File: src/rtl/mode_digit_counter.sv
// mode_digit_counter: registered multi-digit counter built from 4-bit digits.
// Each digit counts 0-9 (mode=0) or 0-F (mode=1); mode may change any cycle.
// Ripple carry across all digits resolves combinationally within one cycle.
// Status outputs: tc (comb), in_range (comb), wrap (1-cycle pulse), ovf (sticky).
module mode_digit_counter #(
  parameter int unsigned DIGITS = 4
) (
  input  logic                  clk,
  input  logic                  rst_n,
  input  logic                  mode,
  input  logic                  en,
  input  logic                  clr,
  input  logic                  load,
  input  logic [4*DIGITS-1:0]   load_val,
  output logic [4*DIGITS-1:0]   count,
  output logic                  tc,
  output logic                  wrap,
  output logic                  in_range,
  output logic                  ovf
);

  logic [3:0]          digit_max;
  logic [3:0]          digit;
  logic                carry;
  logic                all_max;
  logic [4*DIGITS-1:0] count_inc;

  // Per-digit step and ripple carry; a digit at or above max (including
  // illegal BCD codes A-F in decimal mode) returns to 0 and carries out.
  always_comb begin
    digit_max = mode ? 4'hF : 4'h9;
    count_inc = count;
    digit     = '0;
    carry     = 1'b1;
    in_range  = 1'b1;
    for (int unsigned i = 0; i < DIGITS; i++) begin
      digit = count[4*i +: 4];
      if (digit > digit_max) begin
        in_range = 1'b0;
      end
      if (carry) begin
        count_inc[4*i +: 4] = (digit >= digit_max) ? 4'h0 : digit + 4'h1;
      end
      carry = carry & (digit >= digit_max);
    end
    all_max = carry;
    tc      = en & all_max;
  end

  // Counter and status registers; priority clr > load > en > hold.
  always_ff @(posedge clk or negedge rst_n) begin
    if (!rst_n) begin
      count <= '0;
      wrap  <= 1'b0;
      ovf   <= 1'b0;
    end else if (clr) begin
      count <= '0;
      wrap  <= 1'b0;
      ovf   <= 1'b0;
    end else if (load) begin
      count <= load_val;
      wrap  <= 1'b0;
    end else if (en) begin
      count <= count_inc;
      wrap  <= all_max;
      if (all_max) begin
        ovf <= 1'b1;
      end
    end else begin
      wrap  <= 1'b0;
    end
  end

endmodule

File: config.mk
export PLATFORM = sky130hd
export DESIGN_NAME = mode_digit_counter
export DESIGN_NICKNAME = d
export VERILOG_FILES = /design/src/rtl/mode_digit_counter.sv
export SDC_FILE = /design/constraint.sdc
export NUM_CORES = 1
export LEC_CHECK = 0
export BUFFER_PORTS_ARGS = -buffer_cell sky130_fd_sc_hd__buf_2
export CORE_UTILIZATION = 51
export CTS_CLUSTER_DIAMETER = 80
export DETAILED_ROUTE_END_ITERATION = 16
export GPL_TIMING_DRIVEN = 1
export HOLD_SLACK_MARGIN = 0.05
export PLACE_DENSITY = 0.9
export SLEW_MARGIN = 20
export SYNTH_ARGS = -nofsm -noshare
export SYNTH_HDL_FRONTEND = slang
export SYNTH_SLANG_ARGS = --single-unit
File: constraint.sdc
create_clock -name clk -period 2.5 [get_ports clk]
set_input_delay 0.125 -clock clk [delete_from_list [all_inputs] [get_ports clk]]
set_output_delay 0.125 -clock clk [all_outputs]
set_load 0.005 [all_outputs]
# Word level (Yosys, flattened, before mapping)
# Cells that the tools add are included.
[totals] in_bits=22 regBits=18 elab_cells=55 out_inout_bits=20
[classes] n_eq_ne=1 order_cmp=8 n_reduce_logical=10 add_sub_neg=4 n_mux=22 n_bitwise=4
[op_table] cell="$mux W16" n=3
[op_table] cell="$mux W4" n=7
[op_table] cell="$add A4 B1 Y4 const B" n=4
[op_table] cell="$ge A4 B4 Y1" n=4
[op_table] cell="$gt A4 B4 Y1" n=4
[op_table] cell="$reduce_bool A3 Y1" n=4
[op_table] cell="$mux W1" n=11
[op_table] cell="$reduce_and A2 Y1" n=3
[op_table] cell="$and A1 B1 Y1" n=4
[op_table] cell="$reduce_bool A2 Y1" n=2
[op_table] cell="$mux W3" n=1
[op_table] cell="$reduce_and A3 Y1" n=1
[op_table] cell="$ne A2 B2 Y1 const B" n=1

# Logic depth before layout (Yosys ltp)
# Gate-level depths: netlist of the first run.
[depth] word_depth=9 mapped_depth=7 depth_no_buf=6

# Worst setup path before layout of the first run
# Ideal clock, no wire load.
[synth_path] path_kind="register -> register" start="register count[1]" end="register count[8]" setup_ps=125 setup_slack_ps=551 stages_incl_launch_ff=7 synth_period_minus_slack_ps=1949 arrival_ps=1824 t_required_ps=2375 n_path_buf=1 path_cell_list="dfrtp_1 -> ha_1 -> a211o_1 -> and3_1 -> buf_6 -> a21oi_4 -> mux2_2"
[synth_between] elab_chain_len=4
[synth_rtl] item="start, declared" line="15" text="output logic [4*DIGITS-1:0] count,"
[synth_rtl] item="start signal, assigned" line="61" text="count <= load_val;"
[synth_rtl] item="start signal, assigned" line="64" text="count <= count_inc;"
[synth_rtl] item="$ge A4 B4 Y1" line="44" text="carry = carry & (digit >= digit_max);"
[synth_rtl] item="$and A1 B1 Y1" line="44"
[synth_rtl] item="$reduce_bool A3 Y1 (no source line)"
[synth_rtl] item="$reduce_and A2 Y1 (no source line)"
# No other way between the ends.
# A chain may end at the register's enable or synchronous reset.

# Worst setup path in the final report of the first run
[layout_path] start="register count[1]" end="output port tc"
[layout_between] elab_chain_len=5
[layout_rtl] item="$ge A4 B4 Y1" line="44"
[layout_rtl] item="$and A1 B1 Y1 (3 in series)" line="44"
[layout_rtl] item="$and A1 B1 Y1" line="47" text="tc = en & all_max;"
[layout_rtl] item="end, declared" line="16" text="output logic tc,"
# No other way between the ends.

==> results of run 1 <==
## cell usage in the layout (no fill, tap or decap), types with 2 or more instances in the layout
cell           count
a2111oi_0          2
a211o_1            3
a211oi_1           2
a21o_1             2
a21oi_1           14
a221oi_1           2
a22o_1             2
a31oi_1            3
a32oi_1            3
and2_1             2
buf_2             41
clkbuf_4           3
dfrtp_1           18
dlygate4sd3_1      3
ha_1              12
inv_1              9
mux2_2             3
nand2_1           15
nand3_1            7
nand4_1            2
nor2_1             5
nor2b_1            3
nor3_1             3
nor3b_1            2
o21a_1             3
o21ai_0            3
o221ai_1           2
o31a_1             2
o31ai_1            3
or2_1              2
## Yosys cell counts (2+ instances only)
master / number / share of area (%)
a32oi_1: 3 / 1.9
nor2b_1: 3 / 1.3
nor2_1: 5 / 1.3
and2_1: 2 / 0.89
clkbuf_1: 2 / 0.54
o31ai_1: 3 / 1.6
or2_1: 2 / 0.89
a22o_1: 2 / 1.3
mux2_2: 3 / 2.4
a21oi_1: 14 / 5.0
o21ai_0: 3 / 1.1
a31oi_1: 3 / 1.3
a211oi_1: 2 / 1.1
nand4_1: 2 / 0.89
ha_1: 12 / 11
dfrtp_1: 18 / 32
buf_6: 2 / 1.6
nor3b_1: 2 / 1.1
inv_1: 9 / 2.4
a21o_1: 2 / 1.1
o31a_1: 2 / 1.3
o221ai_1: 2 / 1.3
a221oi_1: 2 / 1.3
nand3_1: 7 / 2.5
o21a_1: 3 / 1.6
nand2_1: 15 / 4.0
a211o_1: 3 / 1.9
nor3_1: 3 / 1.1
a2111oi_0: 2 / 1.3
## state kept, by name (all words and copies together), names as in the netlist
register and count:
ovf 1, wrap 1, count 16
## through the flow
step / cell area, um^2 / worst slack [ps] / power, W
final: 1670 / 300 / 0.000712
after floorplan: 1400 / 551 / 0.000478
after global routing: 1670 / 167 / 0.000754
after global placement: 1610 / 468 / 0.000546
after detailed placement: 1610 / 378 / 0.000560
after CTS: 1660 / 312 / 0.000711
## per-layer routing
layer | share of wire, % | track usage (%) | up-vias
li1 | - | - | 690
met2 | 49 | 48.8 | 66
met3 | 5.5 | 3.61 | 13
met1 | 43 | 35.6 | 704
met5 | 0 | 0 | -
met4 | 1.9 | 11.1 | 0
## logic make-up after synthesis
kind of cell | count (synthesis) | synth area share, %
xor+xnor | 1 | 0.626
fa+ha+maj | 12 | 10.7
buf+inv | 14 | 5.09
mux | 3 | 2.41
flops | 18 | 32.2
simple gates | 47 | 17.2
compound gates | 60 | 31.7
## power breakdown
part	internal, W	switching (W)
Combinational	0.0000994	0.000111
Sequential	0.000314	0.0000359
Clock	0.0000562	0.0000950
## worst reg2reg max path, cell delays in order, from the launching register on
cell and delay, ps:
dfrtp_1 440, ha_1 320, a211o_1 360, and3_1 290, a21oi_4 230, mux2_2 360
## final cells by class
type                            instances  area [um^2]  area share, %
Clock buffer                            3         22.5           1.35
Inverter                                9         33.8           2.03
Multi-Input combinational cell        123          878           52.7
Sequential cell                        18          450           27.0
Tap cell                               30         37.5           2.25
Timing Repair Buffer                   45          243           14.6
## what timing repair did
item                      CTS  global route
hold buffers                2             1
hold endpoints to repair   19             1
setup buffers               0             0
## how the worst max path moves through the flow
| stage | endpoint | cells past startpoint |
|---|---|---|
| after floorplan | count[8] | 6 |
| after global placement | count[9] | 7 |
| after detailed placement | count[8] | 7 |
| after CTS | tc | 6 |
| after global routing | tc | 6 |
| final | tc | 6 |
==> impl_metrics.py, run 1 <==
metrics = {
    "floorplan": {
        "fp.dieH_um": 54.4,
        "die_area_mm2": 0.00296,
        "boundaryPins": 42,
        "fp-row-count": 18,
        "start_util_pct": 55.0,
        "fp.coreArea_mm2": 0.00254,
        "die_w_um": 54.4,
    },
    "power_and_ir_drop": {
        "peakVddDrop_mv": 0.359,
        "p_leak_nw": 0.810,
        "power.density_mw_per_mm2": 427,
    },
    "detailed_routing": {
        "wirelength_um": 3750,
        "dr.pass1.iters": 5,
        "vias": 1473,
        "vias_per_cell": 6.46,
        "ant_nets": 0,
        "drt_iter0_drc": 50,
        "drc_errors": 0,
        "wl_per_cell_um": 16.5,
    },
    "logic_synthesis": {
        "async_flop_share_pct": 100,
        "synth_area_per_cell_um2": 9.03,
        "yosysUniqueCellTypes": 51,
        "syn-instance-count": 155,
        "netlist_area_mm2": 0.00140,
        "synth-warning-count": 0,
        "synth_nets": 189,
        "yosysSeqAreaShare_pct": 32.2,
        "ys_seq_elements": 18,
        "synth_edf_count": 0,
        "synth-main-ff-cell": "dfrtp_1",
    },
    "worst_setup_path": {
        "cp_top_family": "simple AND/OR/NAND/NOR gates",
        "r2r_end": "count[8]",
        "crit_path_cell_trace": "ha_1 -> a211o_1 -> and3_1 -> nand3_2 -> nor2_1 -> buf_2",
        "worst-setup-path-type": "reg2out",
        "cp_slowest_stage_delay_ps": 440,
        "crit_path_start": "count[1]",
        "cp_data_required_time_ps": 2380,
        "reg2reg_slack_ps": 400,
        "reg2reg_depth": 5,
        "critPathMaxFanout": 7,
        "critPathCaptureType": "output port",
        "critPathLaunchType": "flop",
        "path_buf_inv": 1,
        "r2r-start": "count[1]",
        "crit_arrival_ps": 2070,
        "crit_slowest_cell": "dfrtp_1",
    },
    "clock_tree": {
        "cts.clk_slew.worst_paths_ps": 110,
        "post_cts_resized": 0,
        "cts.htree.levels": 1,
        "clkLatencyLatePin_ps": 300,
        "cts_buffer_depth": 2,
        "cts_sinks": 18,
        "clock-root-buffer": "clkbuf_4",
        "numCtsBuffers": 3,
        "cts_tree": "built",
    },
    "sta": {
        "rsz0062_at_grt": "false",
        "setup-tns-final_ps": 0,
        "setup_violations": 0,
        "finalCritPeriodShare_pct": 88.0,
        "clock_skew_ps": 4.46,
        "whs_ps": 47.8,
        "tightest_slew_ps": 621,
        "drv_slew": 0,
        "finalHoldViolations": 0,
        "max_freq_ghz": 0.455,
        "min_period_ps": 2200,
        "maxSlewHeadroom_pct": 58.5,
    },
    "grt": {
        "grt-ovfl-total": 0,
        "grt_max_degree": 19,
        "grt_pass1_wl_um": 5980,
        "grt_pass1_vias": 1358,
        "antenna_found_initial": 0,
        "grt_use_total_pct": 28.3,
    },
    "finish": {
        "final_util_pct": 65.4,
        "fin_cells": 228,
        "area_growth_pct": 18.9,
        "drive_gt1_share_pct": 26.3,
        "fillers": 225,
        "antennaDiodeCount": 0,
        "nets": 234,
    },
    "placed_design": {
        "place_hpwl_um": 2850,
        "gp_congestion": 0.892,
        "io_buffers": 41,
        "placed_cells": 222,
    },
    "hold_path": {
        "hold-path-cell-count": 2,
        "hold_end": "count[12]",
        "min_from": "load_val[12]",
        "hold_path.class": "in2reg",
    },
    "run": {
        "drv_cap": 0,
    },
    "run_status": {
        "status": "complete, no violations",
    },
}
Power figures use the tool's default switching activity.
==> inputs of run 2 (changes only) <==
--- a/config.mk
+++ b/config.mk
@@ -11,7 +11,7 @@
 export DETAILED_ROUTE_END_ITERATION = 16
 export GPL_TIMING_DRIVEN = 1
 export HOLD_SLACK_MARGIN = 0.05
-export PLACE_DENSITY = 0.9
+export PLACE_DENSITY = 0.89
 export SLEW_MARGIN = 20
 export SYNTH_ARGS = -nofsm -noshare
 export SYNTH_HDL_FRONTEND = slang
==> impl_metrics.py, run 2 (synthesis results as in run 1) <==
metrics = {
    "run_status": {
        "status": "complete, no violations",
    },
    "detailed_routing": {
        "ant_nets": 0,
        "vias": 1417,
        "vias_per_cell": 6.21,
        "drt_iter0_drc": 37,
        "met3_length_um": 161,
        "top_layer_used": "met4",
        "drc_errors": 0,
        "wirelength_um": 3560,
        "dr.pass1.iters": 4,
        "wl_per_cell_um": 15.6,
        "drt-met1-wl_um": 1590,
        "met2_length_um": 1760,
    },
    "clock_tree": {
        "cts.htree.levels": 1,
        "cts.clk_slew.worst_paths_ps": 110,
        "post_cts_resized": 0,
        "cts_buffer_depth": 2,
        "clkLatencyLatePin_ps": 290,
        "clock-root-buffer": "clkbuf_4",
        "cts_tree": "built",
        "cts_hold_buffers": 2,
        "cts_setup_buffers": 0,
        "cts_sinks": 18,
        "numCtsBuffers": 3,
    },
    "finish": {
        "mostFrequentLayoutCells": "buf_2, dfrtp_1, nand2_1, a21oi_1, ha_1",
        "reg_top3": "count x16, ovf x1, wrap x1",
        "antennaDiodeCount": 0,
        "nets": 234,
        "top_register": "count",
        "fin_area_mm2": 0.00166,
        "final_common_cell": "buf_2",
        "drive_gt1_share_pct": 26.8,
        "area_growth_pct": 18.8,
        "largest_reg_flops": 16,
    },
    "grt": {
        "grt_max_degree": 19,
        "grt-ovfl-total": 0,
        "antenna_found_initial": 0,
        "grt_pass1_vias": 1307,
        "grt_pass1_wl_um": 5710,
        "grt_use_total_pct": 27.2,
    },
    "power_and_ir_drop": {
        "power.density_mw_per_mm2": 425,
        "p_leak_nw": 0.811,
        "peakVddDrop_mv": 0.343,
    },
    "worst_setup_path": {
        "crit_arrival_ps": 2060,
        "crit_path_cell_trace": "ha_1 -> o21a_1 -> and3_1 -> nand3_2 -> nor2_1 -> buf_2",
        "critPathCaptureType": "output port",
        "critPathLaunchType": "flop",
        "cp_top_family": "simple AND/OR/NAND/NOR gates",
        "reg2reg_depth": 5,
        "cp_num_cells": 6,
        "r2r-start": "count[1]",
        "cp_data_required_time_ps": 2380,
        "cp_slowest_stage_delay_ps": 430,
        "crit_slowest_cell": "dfrtp_1",
        "cp-endpoint": "tc",
        "r2r_end": "count[8]",
        "critPathMaxFanout": 7,
        "reg2reg_slack_ps": 440,
        "crit_path_start": "count[2]",
        "path_buf_inv": 1,
        "worst-setup-path-type": "reg2out",
    },
    "sta": {
        "tightest_slew_ps": 503,
        "finalCritPeriodShare_pct": 87.6,
        "setup_violations": 0,
        "rsz0062_at_grt": "false",
        "maxSlewHeadroom_pct": 66.5,
        "setup_ws_ps": 311,
        "clock_skew_ps": 4.22,
        "drv_slew": 0,
        "max_freq_ghz": 0.457,
        "finalHoldViolations": 0,
        "setup-tns-final_ps": 0,
        "min_period_ps": 2190,
    },
    "floorplan": {
        "fp-row-count": 18,
        "die_area_mm2": 0.00296,
        "die_w_um": 54.4,
        "boundaryPins": 42,
        "fp.dieH_um": 54.4,
        "fp.coreArea_mm2": 0.00254,
        "start_util_pct": 55.0,
    },
    "placed_design": {
        "dpl-instance-area_mm2": 0.00162,
        "dp_slack_ps": 418,
        "io_buffers": 41,
        "gp_congestion": 0.924,
        "place_hpwl_um": 2750,
    },
    "run": {
        "drv_cap": 0,
    },
    "hold_path": {
        "hold_path.class": "in2reg",
    },
}
run 2: cell count changes in the layout (fill, tap and decap cells not counted):
cell and delta:
buf_4 +1, dlygate4sd3_1 -1
run 2: per-layer routing:
layer	track usage, %	vias up
met2	42.9	49
met4	14.5	0
met1	35.3	677
met3	4.17	6
met5	0	-
li1	-	685
run 2: final cells by class:
cell class                 count  area [um^2]
clock buffer                   3         22.5
sequential                    18          450
multi-input combinational    123          878
inverter                       9         33.8
timing repair buffer          45          240
tap                           30         37.5
fill                         226          882
run 2: through the flow:
stage               std cells  hold WS (ps)  util, %  total power, W
floorplan                 155          -171        -        0.000478
global placement          223          80.1     63.7        0.000548
detailed placement        223          88.2     63.7        0.000559
CTS                       228          59.2     65.3        0.000707
global route              228          87.5     65.3        0.000750
finish                    228          63.2     65.3        0.000707
run 2: worst register-to-register path, cell delays in order (launching register included):
cell     delay (ps)
dfrtp_1         440
ha_1            310
a211o_1         360
and3_1          290
a21oi_4         210
mux2_2          350
run 2: worst min-delay path by stage:
stage                            start        end  slack, ps  depth (start not counted)
after global placement           rst_n   count[0]         80                          1
after detailed placement         rst_n   count[0]         90                          1
final                     load_val[15]  count[15]         60                          3
after CTS                 load_val[15]  count[15]         60                          3
after global routing      load_val[14]  count[14]         90                          3
after floorplan                  rst_n   count[0]       -170                          0
run 2: report_power, final:
group	internal (W)	leakage [nW]	switching [W]	total [W]
Combinational	0.0000990	0.559	0.000110	0.000209
Sequential	0.000314	0.238	0.0000359	0.000350
Clock	0.0000561	0.0138	0.0000920	0.000148
Total	0.000469	0.811	0.000238	0.000707
